`config.mk`:
```
export PLATFORM = sky130hd
export DESIGN_NAME = req_ack_scheduler_flat
export DESIGN_NICKNAME = d
export VERILOG_FILES = /design/src/rtl/req_ack_scheduler_if.sv /design/src/rtl/req_ack_scheduler.sv /design/src/flat_wrapper.sv
export SDC_FILE = /design/constraint.sdc
export NUM_CORES = 1
export LEC_CHECK = 0
export BUFFER_PORTS_ARGS = -buffer_cell sky130_fd_sc_hd__buf_2
export CAP_MARGIN = 20
export CORE_ASPECT_RATIO = 2
export CORE_MARGIN = 5
export CORE_UTILIZATION = 40
export CTS_BUF_LIST = sky130_fd_sc_hd__clkbuf_16
export CTS_CLUSTER_DIAMETER = 50
export DETAILED_ROUTE_END_ITERATION = 8
export PLACE_DENSITY_LB_ADDON = 0.15
export SLEW_MARGIN = 0
export SYNTH_ARGS = -nofsm -noshare
export SYNTH_HDL_FRONTEND = slang
export SYNTH_SLANG_ARGS = --single-unit
```
`constraint.sdc`:
```
create_clock -name clk -period 4 [get_ports clk]
set_clock_uncertainty 0.15 [all_clocks]
set_input_delay 0.6 -clock clk [delete_from_list [all_inputs] [get_ports clk]]
set_output_delay 0.6 -clock clk [all_outputs]
set_load 0.01 [all_outputs]
```
`src/rtl/req_ack_scheduler_if.sv`:
```
// Client/responder bundle for req_ack_scheduler.
// The master modport is the scheduler side and the slave modport is the environment side.
interface req_ack_scheduler_if #(
  parameter int N_CLIENTS = 4
);
  logic [N_CLIENTS-1:0] client_req;
  logic [N_CLIENTS-1:0] client_done;
  logic [N_CLIENTS-1:0] client_err;
  logic                 req;
  logic                 ack;
  logic                 busy;
  logic                 spurious_ack;
  logic [31:0]          req_count;
  logic [31:0]          ack_count;

  modport master (
    input  client_req, ack,
    output client_done, client_err, req, busy, spurious_ack, req_count, ack_count
  );

  modport slave (
    output client_req, ack,
    input  client_done, client_err, req, busy, spurious_ack, req_count, ack_count
  );
endinterface

```
`src/rtl/req_ack_scheduler.sv`:
```
// Round-robin sharing of one fixed-latency req/ack responder between N_CLIENTS requesters.
// Define REQ_ACK_SCHED_STATS_EN to build the req_count/ack_count statistics counters.
module req_ack_scheduler #(
  parameter int N_CLIENTS   = 4,
  parameter int MIN_GAP     = 8,
  parameter int ACK_LATENCY = 4,
  parameter int ACK_TIMEOUT = 12
) (
  input  logic                clk,
  input  logic                rst,
  req_ack_scheduler_if.master bus
);
  localparam int ID_W  = (N_CLIENTS > 1) ? $clog2(N_CLIENTS) : 1;
  localparam int CNT_W = $clog2(ACK_TIMEOUT + 1);
  localparam int GAP_W = (MIN_GAP > 2) ? $clog2(MIN_GAP) : 1;

  localparam logic [CNT_W-1:0] CNT_LAT = CNT_W'(ACK_LATENCY);
  localparam logic [CNT_W-1:0] CNT_TMO = CNT_W'(ACK_TIMEOUT);
  localparam logic [GAP_W-1:0] GAP_MAX = GAP_W'(MIN_GAP - 1);
  localparam logic [ID_W-1:0]  RR_INIT = ID_W'(N_CLIENTS - 1);

  localparam logic [1:0] S_IDLE  = 2'd0;
  localparam logic [1:0] S_ISSUE = 2'd1;
  localparam logic [1:0] S_WAIT  = 2'd2;

  logic [1:0]           state_q, state_d;
  logic [ID_W-1:0]      id_q, id_d;
  logic [ID_W-1:0]      rr_q, rr_d;
  logic [CNT_W-1:0]     cnt_q, cnt_d;
  logic [GAP_W-1:0]     gap_q, gap_d;
  logic                 req_q, req_d;
  logic [N_CLIENTS-1:0] done_q, done_d;
  logic [N_CLIENTS-1:0] err_q, err_d;
  logic                 spur_q, spur_d;

  logic                 gap_ok;
  logic                 win_found;
  logic [ID_W-1:0]      win_id;
  logic [ID_W-1:0]      cand;

  // gap_q saturates at MIN_GAP-1, which is the first cycle a new grant may be evaluated.
  assign gap_ok = (gap_q == GAP_MAX);

  // Scan starts just after the last served client, so it has the lowest priority.
  always_comb begin
    win_found = 1'b0;
    win_id    = '0;
    cand      = '0;
    for (int k = 1; k <= N_CLIENTS; k++) begin
      cand = ID_W'((int'(rr_q) + k) % N_CLIENTS);
      if (!win_found && bus.client_req[cand]) begin
        win_found = 1'b1;
        win_id    = cand;
      end
    end
  end

  // NOTE: every signal written here gets a default first, so no latches are inferred.
  always_comb begin
    state_d = state_q;
    id_d    = id_q;
    rr_d    = rr_q;
    cnt_d   = cnt_q;
    gap_d   = gap_ok ? gap_q : gap_q + 1'b1;
    done_d  = '0;
    err_d   = '0;
    spur_d  = spur_q;
    unique case (state_q)
      S_IDLE: begin
        if (bus.ack) spur_d = 1'b1;
        if (win_found && gap_ok) begin
          state_d = S_ISSUE;
          id_d    = win_id;
        end
      end
      S_ISSUE: begin
        if (bus.ack) spur_d = 1'b1;
        gap_d   = GAP_W'(1);
        cnt_d   = CNT_W'(1);
        state_d = S_WAIT;
      end
      S_WAIT: begin
        cnt_d = cnt_q + 1'b1;
        if (bus.ack || (cnt_q == CNT_TMO)) begin
          done_d[id_q] = 1'b1;
          err_d[id_q]  = !bus.ack || (cnt_q != CNT_LAT);
          rr_d         = id_q;
          state_d      = S_IDLE;
        end
      end
      default: state_d = S_IDLE;
    endcase
    req_d = (state_d == S_ISSUE);
  end

  // NOTE: sequential state is updated with non-blocking assignments only.
  always_ff @(posedge clk or posedge rst) begin
    if (rst) begin
      state_q <= S_IDLE;
      id_q    <= '0;
      rr_q    <= RR_INIT;
      cnt_q   <= '0;
      gap_q   <= GAP_MAX;
      req_q   <= 1'b0;
      done_q  <= '0;
      err_q   <= '0;
      spur_q  <= 1'b0;
    end else begin
      state_q <= state_d;
      id_q    <= id_d;
      rr_q    <= rr_d;
      cnt_q   <= cnt_d;
      gap_q   <= gap_d;
      req_q   <= req_d;
      done_q  <= done_d;
      err_q   <= err_d;
      spur_q  <= spur_d;
    end
  end

  assign bus.req          = req_q;
  assign bus.busy         = (state_q != S_IDLE);
  assign bus.client_done  = done_q;
  assign bus.client_err   = err_q;
  assign bus.spurious_ack = spur_q;

`ifdef REQ_ACK_SCHED_STATS_EN
  logic        ack_acc;
  logic [31:0] req_count_q;
  logic [31:0] ack_count_q;

  // Any ack while waiting is accepted, mistimed or not.
  assign ack_acc = (state_q == S_WAIT) && bus.ack;

  always_ff @(posedge clk or posedge rst) begin
    if (rst) begin
      req_count_q <= '0;
      ack_count_q <= '0;
    end else begin
      if (req_d)   req_count_q <= req_count_q + 32'd1;
      if (ack_acc) ack_count_q <= ack_count_q + 32'd1;
    end
  end

  assign bus.req_count = req_count_q;
  assign bus.ack_count = ack_count_q;
`else
  assign bus.req_count = '0;
  assign bus.ack_count = '0;
`endif
endmodule

```
`src/flat_wrapper.sv`:
```
// flat-port wrapper written by rule: the top's interface ports become plain ports
module req_ack_scheduler_flat 
#(
  parameter int N_CLIENTS   = 4,
  parameter int MIN_GAP     = 8,
  parameter int ACK_LATENCY = 4,
  parameter int ACK_TIMEOUT = 12
)
  (clk, rst, bus_client_req, bus_ack, bus_client_done, bus_client_err, bus_req, bus_busy, bus_spurious_ack, bus_req_count, bus_ack_count);
  req_ack_scheduler_if #(.N_CLIENTS(N_CLIENTS)) bus_i ();
  input  logic clk;
  input  logic rst;
  input wire logic [$bits(bus_i.client_req)-1:0] bus_client_req;
  input wire logic [$bits(bus_i.ack)-1:0] bus_ack;
  output wire logic [$bits(bus_i.client_done)-1:0] bus_client_done;
  output wire logic [$bits(bus_i.client_err)-1:0] bus_client_err;
  output wire logic [$bits(bus_i.req)-1:0] bus_req;
  output wire logic [$bits(bus_i.busy)-1:0] bus_busy;
  output wire logic [$bits(bus_i.spurious_ack)-1:0] bus_spurious_ack;
  output wire logic [$bits(bus_i.req_count)-1:0] bus_req_count;
  output wire logic [$bits(bus_i.ack_count)-1:0] bus_ack_count;
  assign bus_i.client_req = bus_client_req;
  assign bus_i.ack = bus_ack;
  assign bus_client_done = bus_i.client_done;
  assign bus_client_err = bus_i.client_err;
  assign bus_req = bus_i.req;
  assign bus_busy = bus_i.busy;
  assign bus_spurious_ack = bus_i.spurious_ack;
  assign bus_req_count = bus_i.req_count;
  assign bus_ack_count = bus_i.ack_count;
  req_ack_scheduler #(.N_CLIENTS(N_CLIENTS), .MIN_GAP(MIN_GAP), .ACK_LATENCY(ACK_LATENCY), .ACK_TIMEOUT(ACK_TIMEOUT)) u_core (.clk(clk), .rst(rst), .bus(bus_i));
endmodule
```
# Word level (Yosys, flattened, before mapping)

Index checks and enable logic that the tools add are counted.
Widths: inputs -> output; s select.

Bitwise gates (word level): 1
Mux-type cells: 28
Equality and inequality tests: 7
Add/subtract/negate cells: 6
Order comparisons: 6
Reductions and logical operators: 18

Operators by type and width:

| cell                | number |
|---|---|
| $mux 4              | 4 |
| $lt 2x3->1 const B  | 5 |
| $mux 2              | 6 |
| $mux 1              | 9 |
| $bmux 1 s2          | 4 |
| $pmux 4 s2          | 1 |
| $mux 3              | 2 |
| $pmux 2 s3          | 1 |
| $reduce_and 2->1    | 3 |
| $logic_and 1x1->1   | 5 |
| $add 2x1->2 const B | 2 |
| $add 2x2->2 const B | 2 |
| $add 4x1->4 const B | 1 |
| $and 4x4->4         | 1 |
| $eq 2x1->1 const B  | 2 |
| $eq 4x4->1 const B  | 1 |
| $logic_not 1->1     | 4 |
| $ne 4x3->1 const B  | 1 |
| $reduce_bool 2->1   | 2 |
| $add 3x1->3 const B | 1 |
| $eq 3x3->1 const B  | 1 |
| $demux 1 s2         | 1 |
| $eq 2x2->1 const B  | 1 |
| $ge 2x1->1 const B  | 1 |
| other kinds (4)     | 5 |

Input bits: 7
Word-level logic and storage cells: 75
Register bits: 23
Output and inout port bits: 75

# Logic depth before layout (Yosys ltp)

Gate-level depths: netlist (run 1).

Depth in word-level cells: 17
Mapped depth: 6
Gate-level depth less buffers: 5

# Worst setup path after synthesis (run 1)

Ideal clock, no wire load.

Path kind: input -> register
Start point: in bus_client_req[1]
End point: reg u_core.id_q[1]
Required time: 3.721 ns
Path buffers: 0
Arrival: 1.421 ns
Cell stages on the path: 3
Setup time: 0.129 ns
Setup slack: 2.300 ns
Path through: or4_4 > and3_4 > mux2i_1

Word-level cells in the longest chain between the ends: 14
Elaborated cells between the ends (all ways): 24
Those cells by class: mux: 16; reduce/logical: 8

RTL lines:

| element                           | line                     | source |
|---|---|---|
| start: declaration                | flat_wrapper.sv:13       | `input wire logic [$bits(bus_i.client_req)-1:0] bus_client_req;` |
| $bmux 1 s2                        | req_ack_scheduler.sv:51  | `if (!win_found && bus.client_req[cand]) begin` |
| $mux 1 (implied by the code)      | req_ack_scheduler.sv:51  |  |
| $mux 1                            | req_ack_scheduler.sv:51  |  |
| $logic_not 1->1                   | req_ack_scheduler.sv:51  |  |
| $logic_and 1x1->1                 | req_ack_scheduler.sv:51  |  |
| $mux 1                            | req_ack_scheduler.sv:51  |  |
| $logic_not 1->1                   | req_ack_scheduler.sv:51  |  |
| $logic_and 1x1->1                 | req_ack_scheduler.sv:51  |  |
| $mux 1                            | req_ack_scheduler.sv:51  |  |
| $logic_not 1->1                   | req_ack_scheduler.sv:51  |  |
| $logic_and 1x1->1                 | req_ack_scheduler.sv:51  |  |
| $mux 1                            | req_ack_scheduler.sv:51  |  |
| $logic_and 1x1->1                 | req_ack_scheduler.sv:71  | `if (win_found && gap_ok) begin` |
| $reduce_and 2->1 (no source line) | n/a                      |  |
| end signal: assignment            | req_ack_scheduler.sv:110 | `id_q <= id_d;` |
| end: declaration                  | req_ack_scheduler.sv:27  | `logic [ID_W-1:0] id_q, id_d;` |

Parallel ways exist; a longest one is shown, timed or not. The select of a mux whose other input is x is not followed.
A chain may end at the register's enable or synchronous reset.

# Worst setup path after layout (run 1)

Start point: reg u_core.state_q[0]
End point: out bus_busy

Word-level cells in the longest chain between the ends: 1

RTL lines:

| element                  | line                     | source |
|---|---|---|
| start: declaration       | req_ack_scheduler.sv:26  | `logic [1:0] state_q, state_d;` |
| start signal: assignment | req_ack_scheduler.sv:109 | `state_q <= state_d;` |
| $reduce_bool 2->1        | req_ack_scheduler.sv:122 | `assign bus.busy = (state_q != S_IDLE);` |
| end: declaration         | flat_wrapper.sv:18       | `output wire logic [$bits(bus_i.busy)-1:0] bus_busy;` |

No other way between the ends.

==> results of run 1 <==
## cells in the final DEF (no fill, tap or decap), types with 2 or more instances in the layout
| cell | n |
|---|---|
| nor2_1 | 11 |
| buf_2 | 17 |
| inv_1 | 11 |
| nand2_1 | 3 |
| o21ai_0 | 6 |
| nand2b_1 | 3 |
| ha_1 | 8 |
| conb_1 | 64 |
| mux2i_1 | 3 |
| clkbuf_16 | 3 |
| nand3_1 | 4 |
| nor2b_1 | 2 |
| o22ai_1 | 2 |
| a31oi_1 | 3 |
| nand3b_1 | 2 |
| dfrtp_1 | 18 |
| dfstp_2 | 5 |
## power by group through the flow
stage,combinational (mW),sequential (mW),clock (mW)
5_1_grt,0.395,0.390,0.226
4_1_cts,0.342,0.382,0.216
3_3_place_gp,0.327,0.382,0
3_5_place_dp,0.342,0.385,0
2_1_floorplan,0.301,0.371,0
6_report,0.339,0.379,0.210
## registers in the layout (all words and copies together) (netlist names)
register,cells
u_core.bus.req,1
u_core.cnt_q,4
u_core.id_q,2
u_core.rr_q,2
u_core.bus.spurious_ack,1
u_core.bus.client_done,4
u_core.gap_q,3
u_core.state_q,2
u_core.bus.client_err,4
## layout make-up
type | count | area, um2 | share of cell area
Tap cell | 51 | 63.8 | 0.0408
Clock inverter | 1 | 3.75 | 0.00240
Clock buffer | 3 | 75.1 | 0.0480
Sequential cell | 23 | 582 | 0.372
Multi-Input combinational cell | 131 | 716 | 0.458
Timing Repair Buffer | 17 | 85.1 | 0.0544
Inverter | 10 | 37.5 | 0.0240
## metal layers
metal / vias up / part of all wire / global-route usage / wire length, um
met4: 0 / 0.020 / 0.0518 / 56
met2: 53 / 0.60 / 0.220 / 1660
li1: 455 / - / - / -
met1: 452 / 0.28 / 0.0884 / 764
met5: - / 0 / 0 / 0
met3: 4 / 0.098 / 0.00908 / 270
## worst max-delay path, delay by kind of cell, from the launching register on
kind	cells	cell delay [ps]
adders and majority gates	1	280
buffers and inverters	3	320
DFF	1	420
## synthesized netlist by cell type, types with 2 or more instances
cell type  instances  share of area
buf_4             64           0.30
dfrtp_1           18           0.28
nor2_1            11          0.026
inv_1             10          0.024
ha_1               8          0.063
o21ai_0            6          0.019
dfstp_2            5          0.083
nand3_1            4          0.013
a31oi_1            3          0.012
mux2i_1            3          0.019
nand2_1            3         0.0071
nand2b_1           3          0.012
clkbuf_1           2         0.0047
nand3b_1           2         0.0095
nor2b_1            2         0.0079
o22ai_1            2         0.0079
## final timing paths
path | slack (ps) | endpoint | depth (start not counted) | start
worst max-delay path | 1980 | bus_busy | 4 | u_core.state_q[0]
worst min-delay path | 310 | u_core.bus.spurious_ack | 1 | u_core.bus.spurious_ack
worst max register to register | 2250 | u_core.rr_q[0] | 5 | u_core.cnt_q[0]
worst min register to register | 310 | u_core.bus.spurious_ack | 1 | u_core.bus.spurious_ack
max in group asynchronous | 2800 | u_core.cnt_q[3] | 2 | rst
min in group asynchronous | 370 | u_core.id_q[0] | 2 | rst
## metrics by stage
step / util / hold WS (ps)
after floorplan: - / 333
after global routing: 0.407 / 328
final: 0.407 / 314
after detailed placement: 0.386 / 302
after CTS: 0.407 / 316
after global placement: 0.386 / 294
## cell families after synthesis
logic type,share of synthesized area
buffers and inverters,0.331
AND/OR/NAND/NOR,0.121
flip-flops,0.367
AO/OA/AOI/OAI,0.0836
adder cells (fa/ha/maj),0.0631
multiplexers,0.0260
other,0.00236
XOR/XNOR,0.00552
==> impl_metrics.toml, run 1 <==
[clock_network]
cts_hold_buf = 0
cts_buffers = 3
clkTransAtPathRegs_ps = 60
post_cts_buffers = 0
cts_tree = "yes"
clk_latency_ps = 250
cts-root-buf = "clkbuf_16"
htree_levels = 1
cts_resized = 0
numClockSinks = 23
clockBufferDepth = 2

[place]
placed_area_um2 = 1480
dp.cells = 232
dp_worst_setup_slack_ps = 2120
place_congestion = 0.746
portBuffers = 17
place_hpwl_um = 2320

[sta]
worstMarginPinSlew_ps = 864
hold_violations = 0
tns_ps = 0
maxSlewViolCount = 0
rsz0062_at_grt = "false"
clock.fmax_ghz = 0.494
setup_viol = 0
post-route-period-util = 0.506
timing.final.ws_setup_ps = 1980
max-slew-margin-rel = 0.423
period_minus_slack_ps = 2020

[pwr]
vdd_ir_drop_max_mv = 0.281
internal_power_mw = 0.587
clkPwrFrac = 0.226
p_sw_mw = 0.341
powerDensity_nw_per_um2 = 594
p_sw_frac = 0.367
p_seq_frac = 0.409
share_comb_of_total_power = 0.365
p_leak_nw = 0.838
total_power_mw = 0.928

[detailed_routing]
drt-total-wl_um = 2760
first_pass_iters = 4
ant_nets = 0
routedWlPerCell_um = 11.7
drcViolationCount = 0
vias = 964
via_per_inst = 4.08
drt-initial-drc-count = 4

[flow_run]
max_cap_violations = 0

[global_route]
grt_pass1_vias = 985
overflow = 0
grt_max_degree = 24
grt_pass1_wl_um = 4300
grt_usage = 0.107
antenna_found_initial = 0

[cells_and_area]
area_delta_synth_final_pct = -1.50
num_antenna_cells = 0
drive_gt1_frac = 0.162
fill_cells = 402
design_area_um2 = 1560
nets = 201
stdcell_count = 236

[critical_path]
critical_path.max_stage_delay_ps = 420
crit_arrival_ps = 1270
cpMostUsedCell = "inv_1"
required_ps = 3250
crit_fanout = 6
startpoint_type = "flip-flop"
criticalPathCategory = "flip-flop to primary output"
worstPathCellList = "inv_1, ha_1, inv_1, buf_2"
crit_slowest_cell = "dfrtp_1"
endpoint_kind = "primary output"

[synthesis]
synth_seq_cells = 23
syn-cell-area_um2 = 1590
yosys_warnings = 0
synth_seq_area_share = 0.367
synthFlopType = "dfrtp_1"
synth_edf_count = 0
synth_cell_types = 37
synth-async-reset-ratio = 1.00
netlist_instances = 167
syn_avg_cell_area_um2 = 9.50

[status]
status = "finished clean"

[die]
die-area_um2 = 5400
dieWidth_um = 54.5
die_height_um = 99.1
io-pin-count = 82
start_util = 0.413
row_count = 32
core-area_um2 = 3840

[hold_path]
hp-class = "flip-flop to flip-flop"
Power figures use the tool's default switching activity.
==> run 2, diff against run 1 <==
- ABC_AREA: unset -> 1
- clock period: 4 -> 1.6 ns (I/O delays scaled with it)
==> run 2 against run 1 <==
Against the previous run: critical path depth is 8 higher; final cell count is 31% higher; clock power grew to 2.5 times the previous value; synthesized cell count is 32% higher; the run now ends with setup timing left; power grew to 3.6 times the previous value.
==> impl_metrics.toml, run 2 <==
[status]
status = "complete, but fails checks"
violations = "setup timing"

[global_route]
antenna_found_initial = 0
grt_pass1_wl_um = 5460
grt_usage = 0.113
grt_pass1_vias = 1263
overflow = 0
grt_max_degree = 24

[cells_and_area]
stdcell_count = 310
area_delta_synth_final_pct = 10.6
final_common_cell = "conb_1"
drive_gt1_frac = 0.301
nets = 272
num_antenna_cells = 0
layout_common_cells = "conb_1 (64), inv_1 (23), nand2_1 (23)"

[die]
dieWidth_um = 57.6
io-pin-count = 82
core-area_um2 = 4380
start_util = 0.413
die_height_um = 105
die-area_um2 = 6050
row_count = 34

[critical_path]
endpoint_kind = "flip-flop"
criticalPathCategory = "flip-flop to flip-flop"
crit_fanout = 9
crit_arrival_ps = 1660
required_ps = 1580
startpoint_type = "flip-flop"

[clock_network]
clk_latency_ps = 250
numClockSinks = 23
cts-root-buf = "clkbuf_16"
htree_levels = 1
clkTransAtPathRegs_ps = 60
cts_tree = "yes"
cts_buffers = 3
clockBufferDepth = 2

[sta]
timing.final.ws_setup_ps = -75.4
period_minus_slack_ps = 1680
setup_viol = 4
post-route-period-util = 1.05
hold_violations = 0
tns_ps = -195
maxSlewViolCount = 0
rsz0062_at_grt = "true"
clock.fmax_ghz = 0.597

[detailed_routing]
drt-total-wl_um = 3410
drcViolationCount = 0
ant_nets = 0
first_pass_iters = 4
drt-initial-drc-count = 12
routedWlPerCell_um = 11.0
via_per_inst = 4.05
vias = 1255

[pwr]
powerDensity_nw_per_um2 = 1660
vdd_ir_drop_max_mv = 0.716
p_leak_nw = 1.16

[synthesis]
synth_area_leader_cell = "buf_4"
synth_mux_area_frac = 0
syn_avg_cell_area_um2 = 8.23
netlist_instances = 220
synth_cell_types = 25
yosys.cell_count.top_type = "buf_4"
synth_common_cells = "buf_4 (64), nand2_1 (28), inv_1 (22), dfrtp_1 (18)"
synth-async-reset-ratio = 1.00
synth_top_family_by_area = "buffers and inverters"
synth_seq_area_share = 0.321
yosys_warnings = 0
synthXorXnorAreaFrac = 0
synth_edf_count = 0
synthTopCellsByArea = "buf_4 (27%), dfrtp_1 (25%), dfstp_2 (7.3%)"
syn-cell-area_um2 = 1810
synth_top_area_frac = 0.265
synth_adder_area_share = 0.0553
synth_seq_cells = 23
synthSimpleGateAreaFrac = 0.238
synthFlopType = "dfrtp_1"
synth-compound-area-share = 0.0539

[place]
dp.cells = 302
dp_worst_setup_slack_ps = -134
place_hpwl_um = 2790
place_congestion = 0.850
portBuffers = 17

[hold_path]
hp-class = "primary input to flip-flop"

[flow_run]
max_cap_violations = 0
==> run 2: changes by cell type after synthesis, sizes merged, moves of 3 or more <==
cell / before / now
nand2: 3 / 46
inv: 10 / 26
nand3: 4 / 12
o21ai: 6 / 10
a21oi: 1 / 4
mux2i: 3 / 0
nand2b: 3 / 0
nor2: 11 / 14
nor3: 1 / 4
==> run 2: cells by family (layout without fill, tap and decap cells) <==
| kind of cell | after synthesis | after routing |
|---|---|---|
| compound gates | 18 | 18 |
| fa+ha+maj | 8 | 8 |
| buf+inv | 91 | 64 |
| flops | 23 | 23 |
| other cells | 1 | 64 |
| simple gates | 79 | 79 |
==> run 2: layout make-up <==
type                       instances  area, um2
clock inverter                     1       3.75
multi-input combinational        169        942
sequential                        23        582
timing repair buffer              34        228
fill                             474       2380
tap                               54       67.6
clock buffer                       3       75.1
inverter                          26        105
==> run 2: worst max-delay path, stage by stage, from the launching register on <==
cell	delay (ps)
dfstp_2	550
buf_12	120
inv_8	50
nand2_4	70
nand2_4	70
nand2_4	70
nand2_4	60
nor2_8	100
nand3_4	80
nand2_4	80
nand2_2	50
nand2_2	60
nor2_1	40
==> run 2: layer usage <==
layer / vias up / GRT usage / part of all wire
met3: 6 / 0.0198 / 0.070
met5: - / 0 / 0
li1: 625 / - / -
met2: 46 / 0.229 / 0.58
met4: 0 / 0.0498 / 0.026
met1: 578 / 0.101 / 0.33
==> run 2: final timing paths <==
path	startpoint	end	slack (ps)	cells after the start
max	u_core.rr_q[0]	u_core.bus.req	-80	12
min	bus_ack	u_core.bus.spurious_ack	140	3
max reg2reg	u_core.rr_q[0]	u_core.bus.req	-80	12
min reg2reg	u_core.bus.spurious_ack	u_core.bus.spurious_ack	330	1
max in group asynchronous	rst	u_core.rr_q[1]	600	4
min in group asynchronous	rst	u_core.bus.client_err[1]	410	4
==> run 2: stage by stage <==
stage	cell area (um2)	power, mW	util	hold WS, ps
6_report	2000	3.32	0.457	138
5_1_grt	2000	3.61	0.457	147
4_1_cts	1970	3.31	0.449	148
3_5_place_dp	1810	2.58	0.412	152
3_3_place_gp	1810	2.58	0.412	145
2_1_floorplan	2050	2.23	-	88.2
==> run 2: power by group <==
group / switching [mW] / total, mW / internal (mW)
Clock: 0.196 / 0.529 / 0.333
Combinational: 1.08 / 1.83 / 0.758
Sequential: 0.163 / 0.958 / 0.795
Total: 1.44 / 3.32 / 1.89
==> run 2: repair_timing <==
item,CTS,global route
endpoints found under the hold margin,18,0
gates cloned,0,0
setup buffers,3,0
pin swaps,0,1
hold buffers,1,0
endpoints found under the setup margin,4,8
gates resized for setup,11,9
==> run 3, diff against run 2 <==
- CORE_MARGIN: 5 -> 4
- SKIP_LAST_GASP: unset -> 1
==> run 3 against run 2 <==
Against the previous run: the flow still finishes with violations (setup timing); register-to-register slack about the same; critical path depth unchanged; power increased by 0.76%; maximum frequency decreased by 0.63%; sequential cell count unchanged; clock power about the same; critical path type unchanged; largest cell class unchanged.
==> impl_metrics.toml, run 3 (same netlist as run 2, synthesis figures left out) <==
[status]
status = "complete, but fails checks"
violations = "setup timing"

[detailed_routing]
drt-total-wl_um = 3310
ant_nets = 0
maxUsedRoutingLayer = "met4"
wl_met3_um = 235
wl_met2_um = 1930
vias = 1270
routedWlPerCell_um = 10.6
drcViolationCount = 0
via_per_inst = 4.07
wl_met1_um = 1030
drt-initial-drc-count = 32
first_pass_iters = 6

[global_route]
grt_pass1_vias = 1149
antenna_found_initial = 0
grt_pass1_wl_um = 5090
grt_usage = 0.113
grt_max_degree = 24
overflow = 0

[clock_network]
cts_tree = "yes"
htree_levels = 1
clockBufferDepth = 2
numClockSinks = 23
cts-root-buf = "clkbuf_16"
clkTransAtPathRegs_ps = 60
clk_latency_ps = 250
cts_buffers = 3

[place]
place_congestion = 0.812
place_hpwl_um = 2680
dp_worst_setup_slack_ps = -125
portBuffers = 17

[sta]
period_minus_slack_ps = 1690
tns_ps = -235
setup_viol = 4
hold_ws_ps = 149
rsz0062_at_grt = "true"
clock.fmax_ghz = 0.593
timing.final.ws_setup_ps = -86.0
hold_violations = 0
post-route-period-util = 1.05
maxSlewViolCount = 0

[cells_and_area]
regArea_um2 = 582
num_antenna_cells = 0
fill_cells = 461
nets = 274
area_delta_synth_final_pct = 10.9
multi_input_area_um2 = 932
final_common_cell = "conb_1"
drive_gt1_frac = 0.306
layout_common_cells = "conb_1 (64), inv_1 (23), nand2_1 (23)"

[critical_path]
required_ps = 1600
rr_endpoint = "u_core.state_q[0]"
reg2regPathDepth = 12
critPathLaunch = "u_core.rr_q[0]"
crit_arrival_ps = 1680
startpoint_type = "flip-flop"
rrSetupSlack_ps = -90
crit_fanout = 8
r2r-start = "u_core.rr_q[0]"
endpoint_kind = "flip-flop"
criticalPathCategory = "flip-flop to flip-flop"
endpoint = "u_core.state_q[0]"

[pwr]
powerDensity_nw_per_um2 = 1670
p_leak_nw = 1.16
vdd_ir_drop_max_mv = 0.762

[die]
start_util = 0.413
die_height_um = 103
io-pin-count = 82
row_count = 34
core-area_um2 = 4380
die-area_um2 = 5730
dieWidth_um = 55.6

[flow_run]
max_cap_violations = 0

[hold_path]
hp-class = "primary input to flip-flop"
-- run 3: cell types whose count changed in the layout (fill, tap and decap cells not counted), sizes merged --
cell,change
buf,+2
-- run 3: per-layer routing --
layer	track usage	up-vias
met5	0	-
met4	0.0618	0
met3	0.0150	8
met2	0.231	55
met1	0.104	576
li1	-	631
-- run 3: per-stage QoR --
stage	utilization	cell area [um2]	cells	total power [mW]
2_1_floorplan	-	2050	283	2.23
3_3_place_gp	0.412	1810	302	2.58
3_5_place_dp	0.412	1810	302	2.57
4_1_cts	0.446	1950	312	3.26
5_1_grt	0.458	2010	312	3.65
6_report	0.458	2010	312	3.35
-- run 3: worst max-delay path, cell delays in order (launching register included) --
cell and delay (ps):
dfstp_2 570, buf_12 120, inv_8 40, nand2_2 60
nand2_2 70, nand2_4 70, nand2_4 70, nor2_8 100
nand3_4 80, nand2_4 80, nand2_2 50, nand2_2 70
inv_1 50
-- run 3: timing repair --
action | CTS | global route
resized for setup | 4 | 14
endpoints found under the hold margin | 18 | 0
hold buffers | 1 | 0
endpoints found under the setup margin | 4 | 11
pin swaps | 1 | 1
setup buffers | 5 | 0
-- run 3: worst min path at each step --
stage | from | end | slack (ps) | depth (start not counted)
detailed placement | rst | u_core.bus.client_err[1] | 150 | 3
global placement | rst | u_core.bus.client_err[1] | 150 | 3
floorplan | rst | u_core.bus.client_done[0] | 90 | 1
global route | bus_ack | u_core.bus.spurious_ack | 150 | 3
finish | bus_ack | u_core.bus.spurious_ack | 150 | 3
CTS | bus_ack | u_core.bus.spurious_ack | 150 | 3
-- run 3: final cells by class --
| class | count | area share |
|---|---|---|
| Timing Repair Buffer | 36 | 0.121 |
| Sequential cell | 23 | 0.290 |
| Clock inverter | 1 | 0.00187 |
| Tap cell | 54 | 0.0336 |
| Multi-Input combinational cell | 169 | 0.464 |
| Clock buffer | 3 | 0.0374 |
| Inverter | 26 | 0.0523 |
-- run 3: power breakdown --
part / switching [mW] / leakage (nW) / internal (mW)
clock network: 0.197 / 0.0423 / 0.333
registers: 0.164 / 0.289 / 0.795
logic: 1.08 / 0.828 / 0.779
total: 1.44 / 1.16 / 1.91
